--- src/rtl/mult_timing_leak_monitor.sv ---
// Runs CHANNELS shift-add multipliers from one start pulse and reports first/last completion latency and skew.
// Latency: Lmax+1 cycles from accepted start to the timingLeakDone pulse; next start accepted at Lmax+2.
// Backpressure: none; start is ignored while busy. Optional macro MULT_TIMING_LEAK_EARLY_EXIT_EN enables data-dependent early exit.
module mult_timing_leak_monitor #(
  parameter int WIDTH    = 32,
  parameter int CHANNELS = 2,
  parameter int CNT_W    = 16
) (
  input  logic                       clk,
  input  logic                       rst,
  input  logic                       start,
  input  logic [CHANNELS*WIDTH-1:0]  multiplier,
  input  logic [CHANNELS*WIDTH-1:0]  multiplicand,
  output logic [CHANNELS*2*WIDTH-1:0] product,
  output logic [CHANNELS-1:0]        doneMask,
  output logic                       busy,
  output logic [CNT_W-1:0]           firstLatency,
  output logic [CNT_W-1:0]           lastLatency,
  output logic [CNT_W-1:0]           skew,
  output logic                       timingLeak,
  output logic                       timingLeakDone
);

  typedef enum logic [1:0] {IDLE, RUN, REPORT} state_t;

  state_t              state, stateNext;
  logic [CNT_W-1:0]    cnt;
  logic [2*WIDTH-1:0]  acc      [CHANNELS];
  logic [2*WIDTH-1:0]  accNext  [CHANNELS];
  logic [2*WIDTH-1:0]  capVal   [CHANNELS];
  logic [WIDTH:0]      sum      [CHANNELS];
  logic [WIDTH-1:0]    mcand    [CHANNELS];
  logic [CNT_W-1:0]    lat      [CHANNELS];
  logic [CHANNELS-1:0] strobe;
  logic [CHANNELS-1:0] doneReg;
  logic [CHANNELS-1:0] doneAll;
  logic [CNT_W-1:0]    firstVal;

`ifdef MULT_TIMING_LEAK_EARLY_EXIT_EN
  logic [CNT_W-1:0]    chanLat  [CHANNELS];

  // Latency of an early-exit channel: index of highest set multiplier bit plus one, minimum one.
  function automatic logic [CNT_W-1:0] lenOf(input logic [WIDTH-1:0] m);
    lenOf = CNT_W'(1);
    for (int b = 0; b < WIDTH; b++) begin
      if (m[b]) lenOf = CNT_W'(b + 1);
    end
  endfunction
`endif

  // One shift-add step per channel, its completion strobe and the value captured on completion.
  always_comb begin
    for (int i = 0; i < CHANNELS; i++) begin
      sum[i]     = {1'b0, acc[i][2*WIDTH-1:WIDTH]} + (acc[i][0] ? {1'b0, mcand[i]} : '0);
      accNext[i] = {sum[i], acc[i][WIDTH-1:1]};
`ifdef MULT_TIMING_LEAK_EARLY_EXIT_EN
      lat[i]     = chanLat[i];
      // Remaining multiplier bits are zero, so finishing the shift here yields the exact product.
      capVal[i]  = accNext[i] >> (CNT_W'(WIDTH) - chanLat[i]);
`else
      lat[i]     = CNT_W'(WIDTH);
      capVal[i]  = accNext[i];
`endif
      strobe[i]  = (state == RUN) && (cnt == lat[i]);
    end
    doneAll  = doneReg | strobe;
    // Simultaneous first strobes all see an empty doneReg, so the first latency is taken once.
    firstVal = (doneReg == '0) ? cnt : firstLatency;
  end

  // Control FSM next-state logic.
  always_comb begin
    stateNext = state;
    case (state)
      IDLE:    if (start) stateNext = RUN;
      RUN:     if (&doneAll) stateNext = REPORT;
      REPORT:  stateNext = IDLE;
      default: stateNext = IDLE;
    endcase
  end

  // Control FSM state register.
  always_ff @(posedge clk) begin
    if (rst) state <= IDLE;
    else     state <= stateNext;
  end

  // Datapath: operand load, iteration, completion capture and result registers.
  always_ff @(posedge clk) begin
    if (rst) begin
      cnt          <= '0;
      doneReg      <= '0;
      product      <= '0;
      firstLatency <= '0;
      lastLatency  <= '0;
      skew         <= '0;
      timingLeak   <= 1'b0;
      for (int i = 0; i < CHANNELS; i++) begin
        acc[i]   <= '0;
        mcand[i] <= '0;
`ifdef MULT_TIMING_LEAK_EARLY_EXIT_EN
        chanLat[i] <= '0;
`endif
      end
    end else begin
      case (state)
        IDLE: begin
          if (start) begin
            cnt          <= CNT_W'(1);
            doneReg      <= '0;
            product      <= '0;
            firstLatency <= '0;
            lastLatency  <= '0;
            skew         <= '0;
            timingLeak   <= 1'b0;
            for (int i = 0; i < CHANNELS; i++) begin
              acc[i]   <= {{WIDTH{1'b0}}, multiplier[i*WIDTH +: WIDTH]};
              mcand[i] <= multiplicand[i*WIDTH +: WIDTH];
`ifdef MULT_TIMING_LEAK_EARLY_EXIT_EN
              chanLat[i] <= lenOf(multiplier[i*WIDTH +: WIDTH]);
`endif
            end
          end
        end
        RUN: begin
          cnt     <= (cnt == '1) ? cnt : cnt + 1'b1;
          doneReg <= doneAll;
          for (int i = 0; i < CHANNELS; i++) begin
            acc[i] <= accNext[i];
            if (strobe[i]) product[i*2*WIDTH +: 2*WIDTH] <= capVal[i];
          end
          if (|strobe && (doneReg == '0)) firstLatency <= cnt;
          if (&doneAll) begin
            lastLatency <= cnt;
            skew        <= cnt - firstVal;
            timingLeak  <= (cnt != firstVal);
          end
        end
        default: ;
      endcase
    end
  end

  // doneMask shows a channel as complete in its strobe cycle and holds it until the next start.
  assign doneMask       = doneAll;
  assign busy           = (state != IDLE);
  assign timingLeakDone = (state == REPORT);

endmodule

--- config.mk ---
export PLATFORM = sky130hd
export DESIGN_NAME = mult_timing_leak_monitor
export DESIGN_NICKNAME = d
export VERILOG_FILES = /design/src/rtl/mult_timing_leak_monitor.sv
export SDC_FILE = /design/constraint.sdc
export NUM_CORES = 1
export LEC_CHECK = 0
export ABC_AREA = 1
export BUFFER_PORTS_ARGS = -buffer_cell sky130_fd_sc_hd__clkbuf_2
export CORE_MARGIN = 2
export CORE_UTILIZATION = 55
export CTS_CLUSTER_DIAMETER = 30
export DETAILED_ROUTE_END_ITERATION = 8
export PLACE_DENSITY = 0.78
export RECOVER_POWER = 100
export SKIP_CTS_REPAIR_TIMING = 1
export SLEW_MARGIN = 40
export SYNTH_ARGS = -nofsm -noshare
export SYNTH_HDL_FRONTEND = slang
export SYNTH_SLANG_ARGS = --single-unit
export TNS_END_PERCENT = 5
--- constraint.sdc ---
create_clock -name clk -period 8.2 [get_ports clk]
set_input_delay 1.64 -clock clk [delete_from_list [all_inputs] [get_ports clk]]
set_output_delay 1.64 -clock clk [all_outputs]
set_load 0.01 [all_outputs]
# Word level (Yosys, flattened, before mapping)
# Memories as Yosys holds them, arrays and structs flattened.
# Index checks and enable logic that the tools add are counted.
# Widths: inputs -> output; s select.
# classes
shift	0
n_addsub	4
magnitude_cmp	0
n_reduce_logical	13
muxes	40
multipliers	0
n_bitwise	7
eq_ne	10
div	0
# op_table
op	n
$mux 64	6
$pmux 128 s2	1
$mux 128	1
$mux 32	4
$pmux 16 s2	4
$mux 16	7
$add 32x32->33	2
$add 16x1->16 const B	1
$eq 16x16->1 const B	1
$eq 16x6->1 const B	1
$ne 16x16->1	1
$sub 16x16->16	1
$reduce_and 3->1	4
$mux 1	11
$pmux 2 s2	2
$mux 2	3
$ne 2x2->1 const B	3
$or 1x1->1	6
$reduce_and 2->1	3
$logic_not 2->1	2
$ne 2x1->1 const B	2
$reduce_bool 2->1	2
$eq 2x1->1 const B	1
$eq 2x2->1 const B	1
other kinds (3)	4
# totals
output_inout_bits	181
ff_bits	197
n_memories	2
wordCells	84
input_bits	131
rom_bits	0
latchBits	0
mem_bits_rw	192
# memory_table
name	words	word_bits	read_ports	rd_clocked_by_memory_dff	wr	line_no	source
acc	2	64	2	0	2	28	logic [2*WIDTH-1:0] acc [CHANNELS];
mcand	2	32	2	0	2	32	logic [WIDTH-1:0] mcand [CHANNELS];

# Logic depth before layout (Yosys ltp)
# logic_depth
word_depth	6
depth_mapped	17
mapped_depth_nobuf	16

# Worst setup path before layout
# OpenSTA, ideal clock, no wires.
# synth_timing
path_type	input to register
start	input port start
end	memory acc[0][0] (netlist name) (enable)
path_stages	4
path_slack_ns	2.966
arrival_time_ns	4.742
required_ns	7.708
path_buffers	0
setup_ns	0.492
path_cell_list	inv_1 nor2_2 nor2_2 nand2_1
# synth_lines
item	line_no	source
start, declared	11	input logic start,
end, declared	28	

==> run_results.csv <==
group,metric,value,unit
floorplanning,die_w,196,um
floorplanning,dieArea,0.0383,mm^2
place,place.gp.congestion,0.951,
setup_path,r2r-end,"mcand[0][36]$_SDFFCE_PN0P_",
sta,finalSetupViolCount,0,
pwr,powerDensity,250,mW/mm^2
setup_path,arrival,5840,ps
cts,clockBufferDepth,3,
detailed_routing,dr.pass1.iters,5,
sta,finalCriticalPeriod,5680,ps
sta,finalHoldViolations,0,
global_routing,antenna_found_initial,3,
outcome,outcome,"finished with violations",
detailed_routing,drtAntennaViolNets,0,
pwr,power,6.17,mW
cts,numCtsBuffers,78,
setup_path,crit_type,"primary input to flip-flop",
floorplanning,num_rows,70,
job,drv_cap,6,
global_routing,track_usage,0.311,
sta,fmax,0.176,GHz
setup_path,worstSetupEndpointType,"flip-flop",
setup_path,reg2reg_slack,3110,ps
finish,post-route-cell-area,0.0247,mm^2
pwr,p_leak,11.7,nW
logic_synthesis,syn-cell-area,0.0202,mm^2
detailed_routing,drt_wl_total,60600,um
sta,setup_slack,2520,ps
detailed_routing,vias_per_cell,5.52,
hold_path,hold_depth,2,
hold_path,hold-path-endpoint,"product[114]$_SDFFE_PP0P_",
setup_path,path_cells,"clkbuf_2, inv_1, nor2_4, buf_4, nor2_1, inv_1, clkbuf_1",
logic_synthesis,synth_top_area_share,0.285,
logic_synthesis,synth_edf_count,192,
logic_synthesis,ys_warn_count,0,
setup_path,worst_setup_path_start_kind,"primary input",
finish,nNetsFinal,3105,
floorplanning,start_util,0.555,
cts,cts.clk_slew.worst_paths,50,ps
sta,tightest_slew,3540,ps
detailed_routing,drc,0,
logic_synthesis,ys_seq_area_frac,0.480,
detailed_routing,met3_wirelength,5280,um
cts,htreeDepth,3,
setup_path,crit_fanout,68,
logic_synthesis,synth_seq_cells,389,
logic_synthesis,synthTopCellsByCount,"703 x nand2_1, 369 x inv_1, 288 x nor2_1",
finish,utilization,0.677,
detailed_routing,drt_iter0_drc,1365,
setup_path,crit_top_cell,"inv_1",
place,io_buffers,311,
detailed_routing,met1_length,25400,um
detailed_routing,dr_total_vias,18900,
logic_synthesis,synth_largest_area_cell,"edfxtp_1",
sta,clock_skew,32.0,ps
finish,areaGrowthSynthToFinish,22.1,%
logic_synthesis,syn_avg_cell_area,7.86,um^2
setup_path,slowest_delay,2010,ps
floorplanning,die_y,196,um
sta,final.setup.tns,0,ps
cts,cts_tree,"done",
sta,slew_headroom,-1.36,
logic_synthesis,synth.most_common_cell,"nand2_1",
detailed_routing,met2_length,27700,um
logic_synthesis,syn_nets,2788,
global_routing,grt_max_degree,122,
sta,period_share,0.693,
floorplanning,ios,312,
place,dp_hpwl,42900,um
setup_path,r2r_cells,7,
detailed_routing,dr.max_layer_used,"met5",
global_routing,overflow,0,
place,dp_slack,3740,ps
outcome,violations,"capacitance limit, slew limit",
logic_synthesis,yosysUniqueCellTypes,48,
setup_path,crit_buf_inv,5,
sta,rsz0062_at_grt,"no",
global_routing,grt_first_pass_wirelength,94400,um
hold_path,hold_start,"product[114]$_SDFFE_PP0P_",
setup_path,critPathSlowestCell,"clkbuf_1",
place,placed_area,0.0221,mm^2
floorplanning,core,0.0364,mm^2
global_routing,grt_pass1_vias,18100,
hold_path,min-delay-path-class,"flip-flop to flip-flop",
finish,drive_above_1_share,0.104,
cts,cts_sinks,389,
cts,root_buffer,"clkbuf_16",
logic_synthesis,async_flop_share,0,
logic_synthesis,synth-main-ff-cell,"dfxtp_1",
setup_path,required,8350,ps
logic_synthesis,netlist_top_cells_area,"edfxtp_1 29%, dfxtp_1 20%, nand2_1 13%",
detailed_routing,detail_route.wl_per_cell,17.7,um
sta,timing_max_transition_violations_final,326,
setup_path,r2r-start,"state[0]$_SDFFE_PP0P_",
setup_path,crit_family,"buffers and inverters",
logic_synthesis,syn-instance-count,2573,
cts,clk_latency,610,ps
pwr,vdd_ir_drop_max,0.184,mV
-- per-layer routing --
| metal | up-vias | GRT usage |
|---|---|---|
| met5 | - | 0 |
| met4 | 4 | 0.127 |
| met3 | 143 | 0.0734 |
| met2 | 819 | 0.498 |
| met1 | 8846 | 0.409 |
| li1 | 9100 | - |
-- power by group --
group | total, mW | switching (mW) | leakage, nW | internal, mW
logic | 0.620 | 0.430 | 6.66 | 0.190
registers | 2.25 | 0.0583 | 3.71 | 2.19
clock network | 3.30 | 1.14 | 1.37 | 2.16
-- cell families (layout without fill, tap and decap cells) --
group	after synthesis	in the layout	share of synthesized area
buf+inv	469	852	0.0909
xor+xnor	27	27	0.0117
flops	389	389	0.480
compound gates	371	371	0.113
fa+ha+maj	84	84	0.0531
simple gates	1233	1233	0.252
other cells	0	1	0
-- final cells by class --
| class | instances | area [um^2] |
|---|---|---|
| clock buffer | 98 | 2230 |
| timing repair buffer | 328 | 1450 |
| clock inverter | 48 | 586 |
| sequential | 389 | 9710 |
| multi-input combinational | 1715 | 8680 |
| inverter | 378 | 1430 |
| fill | 3095 | 11800 |
| tap | 468 | 586 |
| antenna | 1 | 2.50 |
-- registers in the layout (all words and copies together) (netlist names) --
| signal | count |
|---|---|
| acc | 128 |
| product | 128 |
| mcand | 64 |
| cnt | 16 |
| firstLatency | 16 |
| lastLatency | 16 |
| skew | 16 |
| doneReg | 2 |
| state | 2 |
| timingLeak | 1 |
-- worst max path at each step --
stage	slack (ps)	from	endpoint	depth (start not counted)
CTS	4310	cnt[1]$_SDFFE_PP0P_	doneMask[0]	7
floorplan	2970	start	acc[0][0]$_DFFE_PP_	4
finish	2520	start	mcand[0][36]$_SDFFCE_PN0P_	7
global route	2170	start	product[84]$_SDFFE_PP0P_	10
global placement	3430	start	acc[0][101]$_SDFFCE_PN0P_	7
detailed placement	3740	start	acc[0][100]$_SDFFCE_PN0P_	7
-- per-stage QoR --
stage / instances / hold WS, ps
finish: 3425 / 451
global route: 3425 / 466
CTS: 3424 / 454
detailed placement: 3278 / 441
global placement: 3274 / 438
floorplan: 2573 / 470
-- cells in the final DEF, fill, tap and decap left out, types with 81 or more instances in the layout --
master       n
a21oi_1    154
clkbuf_1   192
clkbuf_16   83
clkbuf_2   130
dfxtp_1    197
edfxtp_1   192
ha_1        81
inv_1      368
nand2_1    702
nand3_1    167
nor2_1     288
o21ai_0    108
-- worst register-to-register path, cell delays in order (launching register included) --
cell and delay, ps:
dfxtp_1 320, nor2_1 90, inv_1 130, nor2_4 110, buf_4 610, nor2_1 440, inv_1 840, clkbuf_1 2020
No activity file was read; power rests on OpenSTA's default activity.
